## config.mk

```make
export PLATFORM = sky130hd
export DESIGN_NAME = imem_boot_loader
export DESIGN_NICKNAME = d
export VERILOG_FILES = /design/src/rtl/mips_pkg.sv /design/src/rtl/byte_packer.sv /design/src/rtl/imem_boot_loader.sv
export SDC_FILE = /design/constraint.sdc
export NUM_CORES = 1
export LEC_CHECK = 0
export BUFFER_PORTS_ARGS = -buffer_cell sky130_fd_sc_hd__buf_4
export CORE_ASPECT_RATIO = 1.1
export CORE_MARGIN = 4
export CORE_UTILIZATION = 54
export CTS_CLUSTER_SIZE = 25
export DETAILED_ROUTE_END_ITERATION = 8
export HOLD_SLACK_MARGIN = 0.08
export PLACE_DENSITY = 0.86
export REMOVE_ABC_BUFFERS = 1
export SYNTH_ARGS = -nofsm -noshare
export SYNTH_HDL_FRONTEND = slang
export SYNTH_SLANG_ARGS = --single-unit
```

## constraint.sdc

```tcl
create_clock -name clk -period 6.5 [get_ports clk]
set_clock_uncertainty 0.05 [all_clocks]
set_input_delay 0.975 -clock clk [delete_from_list [all_inputs] [get_ports clk]]
set_output_delay 0.975 -clock clk [all_outputs]
set_load 0.05 [all_outputs]
```

## src/rtl/mips_pkg.sv

```systemverilog
// mips_pkg: loader state encoding and word-packing constants shared by the boot loader.
package mips_pkg;
    localparam int BYTES_PER_WORD = 4;
    typedef enum logic [1:0] {IDLE, LOAD, WRITE, RUN} loader_state_t;
endpackage

```

## src/rtl/byte_packer.sv

```systemverilog
// byte_packer: collects stream bytes little-endian into one instruction word.
module byte_packer
    import mips_pkg::*;
#(
    parameter int MEM_WIDTH = 32
)(
    input  logic                 clk,
    input  logic                 rst_n,
    input  logic                 clr,
    input  logic                 push,
    input  logic [7:0]           byte_in,
    output logic [MEM_WIDTH-1:0] word,
    output logic                 full
);
    logic [1:0]           r_cnt;
    logic [MEM_WIDTH-1:0] r_word;
    always_ff @(posedge clk or negedge rst_n) begin
        if (!rst_n) begin
            r_cnt  <= '0;
            r_word <= '0;
        end else if (clr) begin
            r_cnt  <= '0;
            r_word <= '0;
        end else if (push) begin
            r_word[{r_cnt, 3'b000} +: 8] <= byte_in;
            r_cnt                        <= r_cnt + 2'd1;
        end
    end
    assign word = r_word;
    // high on the push that completes the word, so the FSM can leave LOAD on that edge
    assign full = push && (r_cnt == 2'(BYTES_PER_WORD - 1));
endmodule

```

## src/rtl/imem_boot_loader.sv

```systemverilog
// imem_boot_loader: streams bytes into instruction memory, then releases the CPU to run.
module imem_boot_loader
    import mips_pkg::*;
#(
    parameter int MEM_WIDTH = 32,
    parameter int MEM_DEPTH = 1024,
    parameter int ADDR_SIZE = 32,
    parameter int LEN_W     = $clog2(MEM_DEPTH) + 1
)(
    input  logic                 clk,
    input  logic                 rst_n,
    input  logic                 load_start,
    input  logic [LEN_W-1:0]     load_len,
    input  logic                 run_req,
    input  logic [7:0]           byte_data,
    input  logic                 byte_valid,
    output logic                 byte_ready,
    input  logic [ADDR_SIZE-1:0] pc_addr,
    output logic [ADDR_SIZE-1:0] imem_addr,
    output logic [MEM_WIDTH-1:0] imem_wdata,
    output logic                 imem_we,
    output logic                 cpu_run,
    output logic                 load_done,
    output logic                 load_err
);
    loader_state_t        r_state;
    logic [LEN_W-1:0]     r_len;
    logic [LEN_W-1:0]     r_ptr;
    logic                 r_byte_ready;
    logic                 r_imem_we;
    logic                 r_cpu_run;
    logic                 r_load_done;
    logic                 r_load_err;
    logic [LEN_W-1:0]     w_ptr_inc;
    logic                 w_len_ok;
    logic                 w_idle_or_run;
    logic                 w_start_ok;
    logic                 w_push;
    logic                 w_clr;
    logic                 w_full;
    logic [MEM_WIDTH-1:0] w_word;

    assign w_len_ok      = (load_len != '0) && (load_len <= LEN_W'(MEM_DEPTH));
    assign w_idle_or_run = (r_state == IDLE) || (r_state == RUN);
    assign w_start_ok    = w_idle_or_run && load_start && w_len_ok;
    assign w_push        = byte_valid && r_byte_ready;
    assign w_clr         = w_start_ok || (r_state == WRITE);
    assign w_ptr_inc     = r_ptr + LEN_W'(1);

    byte_packer #(.MEM_WIDTH(MEM_WIDTH)) u_packer (
        .clk     (clk),
        .rst_n   (rst_n),
        .clr     (w_clr),
        .push    (w_push),
        .byte_in (byte_data),
        .word    (w_word),
        .full    (w_full)
    );

    always_ff @(posedge clk or negedge rst_n) begin
        if (!rst_n) begin
            r_state      <= IDLE;
            r_len        <= '0;
            r_ptr        <= '0;
            r_byte_ready <= 1'b0;
            r_imem_we    <= 1'b0;
            r_cpu_run    <= 1'b0;
            r_load_done  <= 1'b0;
            r_load_err   <= 1'b0;
        end else begin
            r_load_done <= 1'b0;
            r_load_err  <= w_idle_or_run && load_start && !w_len_ok;
            case (r_state)
                IDLE, RUN: begin
                    // load_start outranks run_req even when its length is rejected
                    if (w_start_ok) begin
                        r_state      <= LOAD;
                        r_len        <= load_len;
                        r_ptr        <= '0;
                        r_byte_ready <= 1'b1;
                        r_cpu_run    <= 1'b0;
                    end else if (run_req && !load_start) begin
                        r_state   <= RUN;
                        r_cpu_run <= 1'b1;
                    end
                end
                LOAD: begin
                    if (w_full) begin
                        r_state      <= WRITE;
                        r_byte_ready <= 1'b0;
                        r_imem_we    <= 1'b1;
                    end
                end
                WRITE: begin
                    r_imem_we <= 1'b0;
                    r_ptr     <= w_ptr_inc;
                    if (w_ptr_inc == r_len) begin
                        r_state     <= RUN;
                        r_cpu_run   <= 1'b1;
                        r_load_done <= 1'b1;
                    end else begin
                        r_state      <= LOAD;
                        r_byte_ready <= 1'b1;
                    end
                end
                default: r_state <= IDLE;
            endcase
        end
    end

    assign byte_ready = r_byte_ready;
    assign imem_we    = r_imem_we;
    assign imem_wdata = w_word;
    assign cpu_run    = r_cpu_run;
    assign load_done  = r_load_done;
    assign load_err   = r_load_err;
    assign imem_addr  = (r_state == RUN) ? pc_addr : ADDR_SIZE'({r_ptr, 2'b00});
endmodule

```

# Yosys cells after proc, flatten, opt, wreduce, memory -nomap -nowiden
# Cells that the tools add are included.
[totals] regBits=63 inputBits=56 output_inout_bits=69 wordCells=74
[classes] add_sub_neg=3 order_cmp=1 n_eq_ne=10 shift=2 mux=25 n_reduce_logical=23
[ops] cell="$mux W32" count=3
[ops] cell="$bwmux W32" count=1
[ops] cell="$shift A8 B7 Y32 const A" count=1
[ops] cell="$shiftx A8 B7 Y32" count=1
[ops] cell="$pmux W11 S2" count=1
[ops] cell="$mux W2" count=6
[ops] cell="$add A11 B1 Y11 const B" count=1
[ops] cell="$eq A11 B11 Y1" count=1
[ops] cell="$le A11 B11 Y1 const B" count=1
[ops] cell="$mux W11" count=1
[ops] cell="$reduce_bool A11 Y1" count=1
[ops] cell="$mux W1" count=9
[ops] cell="$reduce_and A2 Y1" count=4
[ops] cell="$logic_and A1 B1 Y1" count=7
[ops] cell="$neg A5 Y7" count=1
[ops] cell="$eq A2 B2 Y1 const B" count=3
[ops] cell="$pmux W2 S3" count=1
[ops] cell="$reduce_and A3 Y1" count=2
[ops] cell="$reduce_bool A2 Y1" count=3
[ops] cell="$ne A2 B1 Y1 const B" count=2
[ops] cell="$ne A2 B2 Y1 const B" count=2
[ops] cell="$pmux W1 S2" count=2
[ops] cell="$ne A3 B3 Y1 const B" count=1
[ops] cell="$pmux W1 S3" count=1
[ops] cell="6 further kinds" count=8

# Longest topological paths before layout
[logic_depth] word_depth=6 ltp_mapped=8 mapped_depth_nobuf=7

# Modules after synthesis
# Synthesis repeated with hierarchy kept, for this count alone.
[hier_totals] hier_cells=339 hier_area_um2=3611.0
[modules_own_cells] mod="imem_boot_loader" instances=1 cells_per_inst=233 area_each_um2=2152.1 seq_area_each_um2=725.7
[modules_own_cells] mod="byte_packer" instances=1 cells_per_inst=106 area_each_um2=1458.9 seq_area_each_um2=850.8

# Worst setup path before layout
# No wires, ideal clock.
[synth_timing] kind="in2reg" startpoint="in load_len[3]" endpoint="reg u_packer.r_word[10], in the netlist u_packer.word[10]" setup_ns=0.121 arrival_time_ns=2.776 required_ns=6.329 setup_slack_ns=3.553 cell_stages=7 n_path_buf=2 path_cell_list="or4_1 o31a_1 nor3_1 or2_1 clkbuf_1 buf_2 nor2_1"
[synth_between] elab_chain_len=5 elab_cells_between_ends=7 cone_classes="order compare (1); mux (1); reduce/logical (5)"
[synth_lines] item="start: declaration" line="imem_boot_loader.sv:13" rtl="input logic [LEN_W-1:0] load_len,"
[synth_lines] item="$le A11 B11 Y1 / $reduce_bool A11 Y1 (equally long branches)" line="imem_boot_loader.sv:43" rtl="assign w_len_ok = (load_len != '0) && (load_len <= LEN_W'(MEM_DEPTH));"
[synth_lines] item="$logic_and A1 B1 Y1 (*)" line="imem_boot_loader.sv:43"
[synth_lines] item="$logic_and A1 B1 Y1 (*)" line="imem_boot_loader.sv:45" rtl="assign w_start_ok = w_idle_or_run && load_start && w_len_ok;"
[synth_lines] item="$logic_or A1 B1 Y1 (*)" line="imem_boot_loader.sv:47" rtl="assign w_clr = w_start_ok || (r_state == WRITE);"
[synth_lines] item="$mux W32 / $reduce_bool A2 Y1 (equally long branches)"
[synth_lines] item="end signal: indexed assignment" line="byte_packer.sv:25" rtl="r_word[{r_cnt, 3'b000} +: 8] <= byte_in;"
[synth_lines] item="end: declaration" line="byte_packer.sv:16" rtl="logic [MEM_WIDTH-1:0] r_word;"
# Mark *: on every way between the ends. The rest lies on a longest branch, timed or not.
# A chain may end at the register's enable or synchronous reset.

# Worst setup path after layout
[layout_timing] startpoint="in load_len[3]" endpoint="reg u_packer.r_word[24], in the netlist u_packer.word[24]"
# Same word-level chain as after synthesis.

==> results summary <==
In the synthesized netlist the dominant register cell turns out to be sky130_fd_sc_hd__dfrtp_1. VDD sags by at most 0.332 mV. The setup fix buffers added after clock tree synthesis came out at 0. The net count of the finished layout is 541. The die span in x came out at 84.1 um. Global routing finished with a remaining overflow of 0. Synthesis inferred 63 register bits. The number of hold-repair buffers added at the cts stage is 0.

The count of buffers added on input and output ports is 124. The first detailed-routing pass ran for 7 iterations. The number of enable flip-flop cells after synthesis is 0. In this run the worst hold path is classified as register to register. The worst slew slack as a fraction of its limit is 24.1%. The mean instance size in the synthesized netlist is 9.78 sq um. The area growth from synthesis to layout is 33.6%. In this run, post-CTS repair resized a total of 0 instances. Buffers inserted during clock tree synthesis total 9.

Routability-driven placement finished with a final weighted congestion of ~0.83. The count of standard-cell rows came out at 30. Cells with a size suffix above 1 make up 36.1% of the layout. The share of Yosys cell area claimed by the top area cell type is between 40% and 50%. between 100 and 150 I/O pins were placed. The share of the Yosys chip area taken by registers is 45.8%. The final setup TNS is 0 ns. Leaving out fill and tap cells, the most frequent cells in the layout are 129 x sky130_fd_sc_hd__buf_4, 63 x sky130_fd_sc_hd__dfrtp_1, 40 x sky130_fd_sc_hd__nor2_1.

At the worst endpoint, the arrival time is 3.46 ns. Setup violations remaining at the end of the flow were counted as 0. The first global-routing pass estimated about 15,000 um of wire. The critical path data required time came out at 6.63 ns. The critical path is of the input pin to register type. The clock transition at the registers of the reported paths is 0.07 ns.

Summed over all layers, the routed wires come to 9350 um. Registers take around 1600 sq um. In this run the remaining antenna-violating nets after routing total 0. The cell count after synthesis came out at 352. The floorplan step set the die height to 91.7 um.

The global-route met3 utilization is slightly above 6%. Counting along the longest clock path gives a buffer depth of 2. The number of diodes came out at 0. The run finished with clean final reports.

The CTS sink count is 63. The H-tree generated during clock tree synthesis spans 3 levels. The total area of multi-input combinational cells came out at 1740 sq um. The worst setup path is launched from an input pin. The initial utilization of the core area, before any placement, comes to approximately 56%.

Leaving out fill and tap cells, the most frequent cell in the layout is sky130_fd_sc_hd__buf_4. The transition at the pin with the smallest max-transition slack is 1.14 ns. The routed length per placed instance is 16.7 um.

The total number of yosys warnings is 0. The via count of the first global-routing pass came out at 3,094. Derived from the worst setup path, the maximum achievable clock frequency is 0.300 GHz. By area the synthesized netlist is led by sky130_fd_sc_hd__dfrtp_1 46%, sky130_fd_sc_hd__mux2_2 6.9%, sky130_fd_sc_hd__a22oi_1 5.2%, sky130_fd_sc_hd__and2_1 4.4%, sky130_fd_sc_hd__nor2_1 4.4%. The initial detailed-routing violation count is 306.

TritonCTS built the clock tree. The global-route track usage on met1 came out at 31.5%. After detailed routing, the number of remaining DRC violations is 0. For the worst-skew pair, the clock arrives at the later sink with an insertion delay of 0.36 ns.

The largest total area in the synthesized netlist belongs to sky130_fd_sc_hd__dfrtp_1. In the routed layout, each cell is associated on average with a via count of 5.79. The power density over the cells is 434 nW/um^2. The number of failing hold endpoints at the final stage came out at 0. The worst setup path is captured at a register. The cell area after synthesis is 3440 sq um. The final design utilization came out at around three quarters. The smallest clock period supported by the final layout is computed as 3.33 ns. The detailed placer's ending HPWL came out at around 6800 um.

The initial antenna violation count is 0. The number of different library cells in the post-synthesis netlist came out at 56. The most congested layer reported by global routing is met2. Counting the fill cells in the layout gives 450. The post-route fraction of the period consumed by the critical path is 51.3%. Summed over all cells, the static leakage comes to about 2.2 nW.

The number of pins with negative max-slew slack in the final report came to 0. The met2 routing resource usage after global routing came out at between 30 and 40%. Max-cap violations in this run came to 0. The total vias in the final route came out at ~3.2k. Setup repair after global routing left no endpoint under its margin. The overall routing resource usage is between 20% and 30%. The tree is rooted in a sky130_fd_sc_hd__clkbuf_8. The pin count of the biggest net entering global routing is 64. The largest fanout of any net on the critical path came out at 34.

Counting flops with an async set or reset pin after synthesis yields a share of 100%. The core region is 6190 sq um. The floorplan step defined a die boundary enclosing 7720 sq um.
-- cells in the mapped netlist (all sizes together), types with 10 or more instances --
master and n:
inv 12, dfrtp 63, mux2 21, a21oi 12, nor2 40, nand2 28
and2 24, a22oi 24, o21ai 19, nand3 14, xnor2 10
-- layout make-up --
cell class	instances	share of cell area, %
inverters	12	0.980
clock inverters	3	0.435
repair buffers	129	21.1
flip-flops and latches	63	34.3
clock buffers	11	3.29
multi-input cells	261	37.8
well taps	80	2.18
-- kinds of logic (layout without fill, tap and decap cells) --
family	Yosys count	count (layout)	synth area share (%)
adder cells (fa/ha/maj)	9	9	3.27
AND/OR/NAND/NOR	134	134	19.7
XOR/XNOR	15	15	3.82
flip-flops	63	63	45.8
buffers and inverters	28	155	3.74
AO/OA/AOI/OAI	81	81	16.5
multiplexers	22	22	7.16
-- where the power goes --
group	total [mW]	internal, mW	leakage, nW	switching, mW
sequential	0.576	0.485	0.834	0.0911
combinational	1.12	0.386	1.29	0.729
clock	0.303	0.154	0.0833	0.149
total	1.99	1.03	2.21	0.969
-- worst paths after layout --
check	startpoint	to	slack, ns	depth (start not counted)
max in group asynchronous	rst_n	r_len[6]	5.25	1
setup reg to reg	r_ptr[0]	cpu_run	3.48	7
setup / recovery	load_len[3]	u_packer.word[24]	3.17	7
hold / removal	u_packer.word[1]	u_packer.word[1]	0.47	2
hold reg to reg	u_packer.word[1]	u_packer.word[1]	0.47	2
min in group asynchronous	rst_n	u_packer.word[16]	0.65	1
-- through the flow --
| step | setup WS (ns) | hold WS [ns] | instances | total power, mW | cell area, sq um |
|---|---|---|---|---|---|
| 2_1_floorplan | 2.71 | 0.421 | 336 | 1.37 | 3360 |
| 3_3_place_gp | 2.94 | 0.456 | 545 | 1.67 | 4430 |
| 3_5_place_dp | 2.87 | 0.464 | 545 | 1.69 | 4430 |
| 4_1_cts | 3.14 | 0.474 | 559 | 2.00 | 4600 |
| 5_1_grt | 2.98 | 0.505 | 559 | 2.11 | 4600 |
| 6_report | 3.17 | 0.470 | 559 | 1.99 | 4600 |
-- layer usage --
metal  vias up  wire, um  part of all wire, %
met1      1538      3850                   41
met2       155      4580                   49
li1       1512         -                    -
met5         -         0                    0
met4         0       227                  2.4
met3        29       699                  7.5
-- registers in the layout (all words and copies together) (netlist names) --
register	count
load_err	1
r_state	2
load_done	1
u_packer.r_cnt	2
r_len	11
r_ptr	11
cpu_run	1
u_packer.word	32
imem_we	1
byte_ready	1
-- worst max-delay path, cell delays in order --
cell and delay (ns):
sky130_fd_sc_hd__buf_4 0.11, sky130_fd_sc_hd__or4_1 0.57, sky130_fd_sc_hd__o31a_1 0.32, sky130_fd_sc_hd__nor3_1 0.19
sky130_fd_sc_hd__buf_4 0.23, sky130_fd_sc_hd__or2_1 0.89, sky130_fd_sc_hd__nor2_1 0.16
(Power assumes the default switching activity.)
